--- src/rtl/xor_checksum.sv ---
// Frame XOR checksum: XORs the words of a valid/ready input frame and presents the sum,
// its parity, the word count and a truncation flag as one held result per frame.
module xor_checksum #(
   parameter int WIDTH     = 32,
   parameter int MAX_WORDS = 16,
   localparam int CNT_W    = $clog2(MAX_WORDS + 1)
) (
   input  logic             clk,
   input  logic             rst,
   input  logic             in_valid,
   output logic             in_ready,
   input  logic [WIDTH-1:0] in_data,
   input  logic             in_last,
   output logic             out_valid,
   input  logic             out_ready,
   output logic [WIDTH-1:0] out_sum,
   output logic             out_parity,
   output logic [CNT_W-1:0] out_count,
   output logic             out_ovf
);

   typedef enum logic [1:0] {
      IDLE  = 2'd0,
      ACCUM = 2'd1,
      DONE  = 2'd2
   } state_t;

   state_t             state_reg, state_next;
   logic [WIDTH-1:0]   sum_reg, sum_next;
   logic [CNT_W-1:0]   count_reg, count_next;
   logic               ovf_reg, ovf_next;

   logic               in_accept;
   logic [WIDTH-1:0]   word_sum;
   logic [CNT_W-1:0]   word_count;

   // Ready is gated by reset so no word can be taken while the block is being cleared.
   assign in_ready  = !rst && (state_reg != DONE);
   assign in_accept = in_valid && in_ready;

   // The first word of a frame loads the accumulator instead of folding into the old sum.
   assign word_sum   = (state_reg == IDLE) ? in_data    : (sum_reg ^ in_data);
   assign word_count = (state_reg == IDLE) ? CNT_W'(1)  : (count_reg + CNT_W'(1));

   always_ff @(posedge clk) begin
      if (rst) begin
         state_reg <= IDLE;
         sum_reg   <= '0;
         count_reg <= '0;
         ovf_reg   <= 1'b0;
      end else begin
         state_reg <= state_next;
         sum_reg   <= sum_next;
         count_reg <= count_next;
         ovf_reg   <= ovf_next;
      end
   end

   always_comb begin
      state_next = state_reg;
      sum_next   = sum_reg;
      count_next = count_reg;
      ovf_next   = ovf_reg;
      case (state_reg)
         IDLE, ACCUM: begin
            if (in_accept) begin
               sum_next   = word_sum;
               count_next = word_count;
               ovf_next   = 1'b0;
               if (in_last) begin
                  state_next = DONE;
               end else if (word_count == CNT_W'(MAX_WORDS)) begin
                  // Frame hit capacity without a last marker: close it as truncated.
                  state_next = DONE;
                  ovf_next   = 1'b1;
               end else begin
                  state_next = ACCUM;
               end
            end
         end
         DONE: begin
            if (out_ready) begin
               state_next = IDLE;
            end
         end
         default: begin
            state_next = IDLE;
         end
      endcase
   end

   assign out_valid  = (state_reg == DONE);
   assign out_sum    = sum_reg;
   assign out_parity = ^sum_reg;
   assign out_count  = count_reg;
   assign out_ovf    = ovf_reg;

endmodule

--- config.mk ---
export PLATFORM = sky130hd
export DESIGN_NAME = xor_checksum
export DESIGN_NICKNAME = d
export VERILOG_FILES = /design/src/rtl/xor_checksum.sv
export SDC_FILE = /design/constraint.sdc
export NUM_CORES = 1
export LEC_CHECK = 0
export ABC_AREA = 1
export CAP_MARGIN = 20
export CELL_PAD_IN_SITES_DETAIL_PLACEMENT = 0
export CELL_PAD_IN_SITES_GLOBAL_PLACEMENT = 1
export CORE_ASPECT_RATIO = 0.8
export CORE_UTILIZATION = 31
export CTS_CLUSTER_SIZE = 24
export DETAILED_ROUTE_END_ITERATION = 16
export PLACE_DENSITY_LB_ADDON = 0.15
export SLEW_MARGIN = 30
export SYNTH_ARGS = -nofsm -noshare
export SYNTH_HDL_FRONTEND = slang
export SYNTH_SLANG_ARGS = --single-unit
--- constraint.sdc ---
create_clock -name clk -period 1.5 [get_ports clk]
set_input_delay 0.3 -clock clk [delete_from_list [all_inputs] [get_ports clk]]
set_output_delay 0.3 -clock clk [all_outputs]
set_load 0.02 [all_outputs]
# Word level (Yosys, flattened, before mapping)
# Cells that the tools add are included.
# totals
register_bits,40
latchBits,0
ramBits,0
mem_bits_ro,0
input_bits,37
n_memories,0
# classes
n_addsub,1
multipliers,0
div,0
magnitude_cmp,0
eq_ne,6
shift,0
n_mux,9
n_bitwise,1
reduce_logical,8
# op_table
operator,count
$mux 32,1
$reduce_xor 32->1,1
$xor 32x32->32,1
$mux 2,4
$add 5x1->5 const B,1
$eq 5x5->1 const B,1
$mux 5,1
$ne 2x2->1 const B,2
$pmux 2 s2,1
$reduce_and 2->1,2
$eq 2x1->1 const B,1
$eq 2x2->1 const B,1
$logic_and 1x1->1,2
$logic_not 2->1,1
$mux 1,2
$ne 2x1->1 const B,1
$reduce_or 2->1,1
$logic_not 1->1,1

# Depth between registers and ports, before layout
# Gate-level depths: netlist of run 1.
# depth
ltp_word,7
depth_mapped,12
mapped_depth_nobuf,12

# Worst setup path before layout of run 1
# No wires, ideal clock.
# synth_timing
kind,flip-flop to output port
from,reg sum_reg[27] (netlist: out_sum[27])
to,out out_parity
t_arrival_ns,1.308
setup_slack_ns,-0.108
path_stages_with_launch,13
n_path_buf,0
cell_sequence,dfxtp_1 inv_1 nand2_1 nand2_1 nand2_1 nand2_1 inv_1 nand2_1 nand2_1 nand2_1 nand2_1 nand2_1 nand2_1
# synth_between
elab_chain_len,1
# synth_lines
element,line,source
from (decl),29,"logic [WIDTH-1:0] sum_reg, sum_next;"
from (signal assigned),53,sum_reg <= sum_next;
$reduce_xor 32->1,94,assign out_parity = ^sum_reg;
to (decl),17,"output logic out_parity,"
# Every way passes these cells.

# Worst setup path in the final report of run 1
# layout_timing
from,reg sum_reg[29] (netlist: out_sum[29])
to,out out_parity
# The elaborated chain is that of the path after synthesis.

==> results of run 1 <==
worst max-delay path: cells and delay by family, from the launching register on:
kind	cells	cell delay [ns]
flip-flops	1	0.38
AND/OR/NAND/NOR	10	0.62
buffers and inverters	3	0.24
final cells by class:
cell class,instances,area [µm²],area share [%]
multi-input combinational,392,1970,42.0
clock buffer,5,68.8,1.47
timing repair buffer,155,1430,30.5
inverter,46,185,3.96
tap,112,140,2.99
sequential,40,868,18.6
clock inverter,3,23.8,0.508
cells by family after synthesis:
kind of cell,count (synthesis),synth area share (%)
flops,40,29.5
fa+ha+maj,1,0.461
buf+inv,60,8.81
simple gates,337,50.1
xor+xnor,8,2.58
compound gates,46,8.58
cells in the mapped netlist, drive strengths merged:
cell type / count
xor2: 4
nand3: 12
inv: 45
o21ai: 35
nor3: 31
buf: 9
a21oi: 10
o21bai: 1
clkinv: 1
nand2: 252
ha: 1
xnor2: 4
clkbuf: 5
nand4: 3
nor2: 39
dfxtp: 40
per-stage QoR:
step	hold WS, ns	worst slack, ns
after floorplan	0.450	0.00349
after CTS	0.415	-0.354
final	0.443	-0.350
after global routing	0.466	-0.509
after detailed placement	0.459	-0.560
after global placement	0.451	-0.545
layout by cell type, fill, tap and decap left out, types with 4 or more instances in the layout:
| cell | synthesis | layout |
|---|---|---|
| o21ai_1 | 15 | 18 |
| nor3_2 | 1 | 12 |
| dfxtp_2 | 0 | 24 |
| nand2_1 | 250 | 213 |
| a21oi_1 | 10 | 10 |
| inv_1 | 43 | 28 |
| inv_4 | 0 | 5 |
| inv_2 | 2 | 12 |
| o21ai_2 | 0 | 12 |
| dfxtp_1 | 40 | 6 |
| clkdlybuf4s50_1 | 0 | 35 |
| nand3_1 | 12 | 11 |
| nand2_2 | 2 | 28 |
| nor2_4 | 3 | 4 |
| nor3_1 | 30 | 18 |
| buf_4 | 0 | 72 |
| o21ai_0 | 20 | 5 |
| dlygate4sd2_1 | 0 | 35 |
| nor2_1 | 36 | 34 |
| buf_12 | 0 | 6 |
| clkbuf_8 | 0 | 5 |
| dfxtp_4 | 0 | 10 |
| nand2_4 | 0 | 11 |
metal layers:
metal  GRT usage [%]  wire [µm]  up-vias
met5               0          0        -
met3            3.27        312       16
met1            23.2       4030     1496
li1                -          -     1833
met4            5.73        174        0
met2            27.7       3680       64
power groups by stage:
stage	Clock, mW	Combinational (mW)	Sequential, mW
floorplan	0	0.500	1.25
global placement	0	1.01	1.20
detailed placement	0	1.03	1.20
CTS	0.803	1.02	1.18
global route	0.839	1.29	1.19
finish	0.771	1.15	1.18
what timing repair did:
item,4_1_cts,5_1_grt
cloned,0,3
pin swaps,7,30
setup endpoints to repair,52,30
buffers inserted,2,6
endpoints found under the hold margin,0,0
hold buffers,0,0
resized for setup,80,123
worst paths after layout:
check	to	slack, ns	depth (start not counted)
worst max register to register	out_sum[9]	0.02	10
worst min register to register	out_ovf	0.47	2
worst min-delay path	state_reg[1]	0.44	2
worst max-delay path	out_parity	-0.35	13
==> results.sh, run 1 <==
export IMPL_status="complete, but fails checks"
export IMPL_violated_checks="setup timing"
export IMPL_yosysTopAreaCell="nand2_1"
export IMPL_max_slew_margin_pct=82.2
export IMPL_largest_register_ff_count=32
export IMPL_cts_tree="built"
export IMPL_power_frac_comb_pct=37.2
export IMPL_grt_antenna_before_repair=0
export IMPL_avgRoutedWirePerCell_um=10.9
export IMPL_postRouteAntennaNets=0
export IMPL_post_synth_inst_count=492
export IMPL_floorplan_die_area_mm2=0.00913
export IMPL_groute_usage_overall_pct=17.2
export IMPL_seq_power_share_pct=37.9
export IMPL_p_int_mw=1.98
export IMPL_critical_path_slowest_cell="dfxtp_4"
export IMPL_core_rowCount=30
export IMPL_cts_root_buf="clkbuf_8"
export IMPL_syn_area_per_cell_um2=5.52
export IMPL_setup_tns_ns=-0.350
export IMPL_final_nets=678
export IMPL_holdCritPathClass="input port to register"
export IMPL_die_span_in_y_um=85.7
export IMPL_post_route_util_pct=55.2
export IMPL_antennaDiodeCount=0
export IMPL_core_area_mm2=0.00848
export IMPL_effective_utilization_at_floorplan_pct=32.0
export IMPL_timing_rr_start="state_reg[1]"
export IMPL_clkSinkCount=40
export IMPL_timing_worst_slew_pin_value_ns=0.266
export IMPL_final_critical_path_setup_slack_ns=-0.350
export IMPL_filler_cell_count=873
export IMPL_synthTopCellsByArea="nand2_1 35%, dfxtp_1 30%, inv_1 5.9%, nor3_1 5.5%, nor2_1 5.0%"
export IMPL_clk_latency_ns=0.31
export IMPL_hold_path_startpoint="rst"
export IMPL_grt_max_degree=25
export IMPL_dp_hpwl_um=5670
export IMPL_worst_clock_skew_ns=0.0147
export IMPL_drtIter0Drc=104
export IMPL_synth_top_cell_area_share_pct=34.6
export IMPL_cts_buffers=5
export IMPL_final_number_of_setup_violating_endpoints=1
export IMPL_firstDrtPassIters=5
export IMPL_post_layout_instance_count_excluding_filler_cells=753
export IMPL_layout_worst_path_cycle_share_pct=123
export IMPL_floorplan_die_width_um=107
export IMPL_clock_path_buffers=2
export IMPL_stdcell_area_mm2=0.00468
export IMPL_worstPathRequired_ns=1.20
export IMPL_number_of_global_route_vias_before_repair=2977
export IMPL_route_detailed_vias_per_inst=4.53
export IMPL_routabilityCongestion=0.781
export IMPL_drcViolationCount=0
export IMPL_area_growth_syn_to_fin_pct=72.5
export IMPL_clk_transition_reported_paths_ns=0.10
export IMPL_first_pass_grt_wire_length_um=12800
export IMPL_total_leakage_power_nw=2.33
export IMPL_worst_ir_drop_vdd_mv=0.367
export IMPL_min_period_ns=1.85
export IMPL_port_buffers=77
export IMPL_cts_htree_levels=2
export IMPL_overflow=0
export IMPL_worstSetupEndpointType="output port"
export IMPL_grt_setup_unrepaired="yes"
export IMPL_post_route_cells_drive_above_1_share_pct=33.9
export IMPL_drv_slew=0
export IMPL_crit_path_start="out_sum[29]"
export IMPL_placedCellCount=734
export IMPL_placed_area_mm2=0.00415
export IMPL_critical_path_arrival_ns=1.55
export IMPL_sw_frac_of_total_pct=36.1
export IMPL_power_density_mw_per_mm2=663
export IMPL_crit_path_frequent_cell="nand2_1"
export IMPL_timing_max_cap_violations=0
export IMPL_worst_path_max_fanout=4
export IMPL_critPathLaunchType="register"
export IMPL_fin_hold_viols=0
export IMPL_syn_area_mm2=0.00271
export IMPL_number_of_ports_placed_on_the_die_boundary=78
export IMPL_critPathMaxStageDelay_ns=0.38
export IMPL_path_cells="inv_2 -> nand2_1 -> nand2_2 -> inv_1 -> nand2_1 -> nand2_1 -> nand2_1 -> nand2_1 -> nand2_1 -> nand2_1 -> nand2_1 -> nand2_2 -> buf_6"
export IMPL_yosysUniqueCellTypes=22
export IMPL_post_route_wl_um=8200
export IMPL_finalPower_mw=3.10
export IMPL_vias=3409
export IMPL_net_count_after_synthesis=530
export IMPL_sequential_cell_area_fraction_in_the_yosys_report_pct=29.5
export IMPL_clock_power_share_pct=24.9
export IMPL_maxClockFrequency_mhz=541
export IMPL_yosys_register_bits=40
export IMPL_ys_warnings_count=0
export IMPL_timing_setup_critical_path_class="register to output port"
export IMPL_net_switching_mw=1.12
No activity file was read; power rests on OpenSTA's default activity.
==> inputs of run 2 (changes only) <==
- SKIP_LAST_GASP: not set -> 1
==> run 2 against run 1 <==
  * The run still ends with setup timing left
  * Sequential power barely moved
  * Combinational power barely moved
  * Final cell count did not move
  * Clock skew rose by 0.00093 ns
  * Clock-buffer cell count did not move
  * Critical path depth did not move
  * Critical path type unchanged
  * Critical endpoint unchanged
  * Largest power group unchanged
==> results.sh, run 2 (synthesized netlist as in run 1, its figures left out) <==
export IMPL_status="complete, but fails checks"
export IMPL_violated_checks="setup timing"
export IMPL_final_number_of_setup_violating_endpoints=2
export IMPL_worst_ir_drop_vdd_mv=0.366
export IMPL_avgRoutedWirePerCell_um=10.9
export IMPL_postRouteAntennaNets=0
export IMPL_drcViolationCount=0
export IMPL_dp_hpwl_um=5670
export IMPL_cts_htree_levels=2
export IMPL_core_area_mm2=0.00848
export IMPL_die_span_in_y_um=85.7
export IMPL_first_pass_grt_wire_length_um=12800
export IMPL_fin_hold_viols=0
export IMPL_grt_antenna_before_repair=0
export IMPL_clk_latency_ns=0.31
export IMPL_final_nets=678
export IMPL_floorplan_die_width_um=107
export IMPL_path_cells="inv_4 -> nand2_2 -> nand2_2 -> nand2_2 -> nand2_2 -> inv_2 -> nand2_1 -> nand2_1 -> nand2_1 -> nand2_1 -> nand2_1 -> nand2_2 -> buf_6"
export IMPL_largest_register_ff_count=32
export IMPL_post_route_util_pct=55.1
export IMPL_total_leakage_power_nw=2.33
export IMPL_hold_buffers=0
export IMPL_power_density_mw_per_mm2=663
export IMPL_clock_path_buffers=2
export IMPL_groute_usage_overall_pct=17.2
export IMPL_worst_clock_skew_ns=0.0156
export IMPL_critPathMaxStageDelay_ns=0.38
export IMPL_vias=3415
export IMPL_setup_tns_ns=-0.381
export IMPL_clkSinkCount=40
export IMPL_max_slew_margin_pct=82.2
export IMPL_timing_max_cap_violations=0
export IMPL_drv_slew=0
export IMPL_post_layout_instance_count_excluding_filler_cells=753
export IMPL_layout_worst_path_cycle_share_pct=123
export IMPL_number_of_ports_placed_on_the_die_boundary=78
export IMPL_effective_utilization_at_floorplan_pct=32.0
export IMPL_placed_area_mm2=0.00415
export IMPL_cts_buffers=5
export IMPL_critical_path_slowest_cell="dfxtp_4"
export IMPL_worstSetupEndpointType="output port"
export IMPL_worst_hold_margin_ns=0.443
export IMPL_r2r_slack_ns=0.02
export IMPL_min_to="state_reg[1]"
export IMPL_area_growth_syn_to_fin_pct=72.2
export IMPL_floorplan_die_area_mm2=0.00913
export IMPL_min_period_ns=1.85
export IMPL_firstDrtPassIters=5
export IMPL_cts_root_buf="clkbuf_8"
export IMPL_layout_cells_most_common="nand2_1"
export IMPL_worst_path_max_fanout=4
export IMPL_grt_setup_unrepaired="yes"
export IMPL_timing_worst_slew_pin_value_ns=0.266
export IMPL_number_of_global_route_vias_before_repair=2977
export IMPL_r2r_worst_path_cells=11
export IMPL_route_detailed_vias_per_inst=4.54
export IMPL_final_critical_path_setup_slack_ns=-0.351
export IMPL_crit_path_start="out_sum[15]"
export IMPL_timing_rr_start="state_reg[1]"
export IMPL_grt_max_degree=25
export IMPL_clk_transition_reported_paths_ns=0.10
export IMPL_worstHoldPathCells=2
export IMPL_holdCritPathClass="input port to register"
export IMPL_critical_path_arrival_ns=1.55
export IMPL_overflow=0
export IMPL_placedCellCount=734
export IMPL_routabilityCongestion=0.781
export IMPL_worstReg2RegEnd="out_sum[2]"
export IMPL_post_route_wl_um=8200
export IMPL_port_buffers=77
export IMPL_antennaDiodeCount=0
export IMPL_stdcell_area_mm2=0.00467
export IMPL_cts_tree="built"
export IMPL_core_rowCount=30
export IMPL_worstPathRequired_ns=1.20
export IMPL_drtIter0Drc=90
export IMPL_timing_setup_critical_path_class="register to output port"
export IMPL_finalPower_mw=3.10
export IMPL_critPathLaunchType="register"
export IMPL_dpl_worst_slack_ns=-0.560
export IMPL_post_route_cells_drive_above_1_share_pct=32.9
export IMPL_mostFrequentLayoutCells="214 x nand2_1, 68 x buf_4, 38 x dlygate4sd2_1"
export IMPL_maxClockFrequency_mhz=540
export IMPL_hold_path_startpoint="rst"
## run 2: repair_timing
item                                    4_1_cts  5_1_grt
endpoints found under the setup margin       52       30
setup buffers                                 2        6
pin swaps                                     7       30
hold endpoints to repair                      0        0
gates resized for setup                      80      114
cloned                                        0        3
## run 2: worst max-delay path by stage
stage	to	slack (ns)	cells past startpoint
2_1_floorplan	out_parity	0.003	11
3_3_place_gp	out_parity	-0.54	13
3_5_place_dp	out_parity	-0.56	12
4_1_cts	out_parity	-0.35	13
5_1_grt	out_parity	-0.51	12
6_report	out_parity	-0.35	13
## run 2: critical path, delay by kind of cell (launching register included)
family	cells	cell delay, ns
and+or+nand+nor	10	0.63
DFF	1	0.38
buffers and inverters	3	0.23
## run 2: area by class of cell
| type | count | area (µm²) |
|---|---|---|
| sequential | 40 | 868 |
| timing repair buffer | 155 | 1440 |
| inverter | 46 | 185 |
| clock buffer | 5 | 68.8 |
| tap | 112 | 140 |
| multi-input combinational | 392 | 1950 |
| clock inverter | 3 | 23.8 |
| fill | 873 | 3810 |
## run 2: power breakdown
part,total [mW],internal [mW],switching [mW]
combinational,1.15,0.538,0.611
sequential,1.18,1.11,0.0650
clock,0.771,0.330,0.441
total,3.10,1.98,1.12
## run 2: layer usage
| metal | vias to the layer above | GRT usage, % | part of all wire (%) |
|---|---|---|---|
| li1 | 1831 | - | - |
| met1 | 1496 | 23.2 | 49 |
| met2 | 72 | 27.7 | 45 |
| met3 | 16 | 3.27 | 3.9 |
| met4 | 0 | 5.73 | 2.0 |
| met5 | - | 0 | 0 |
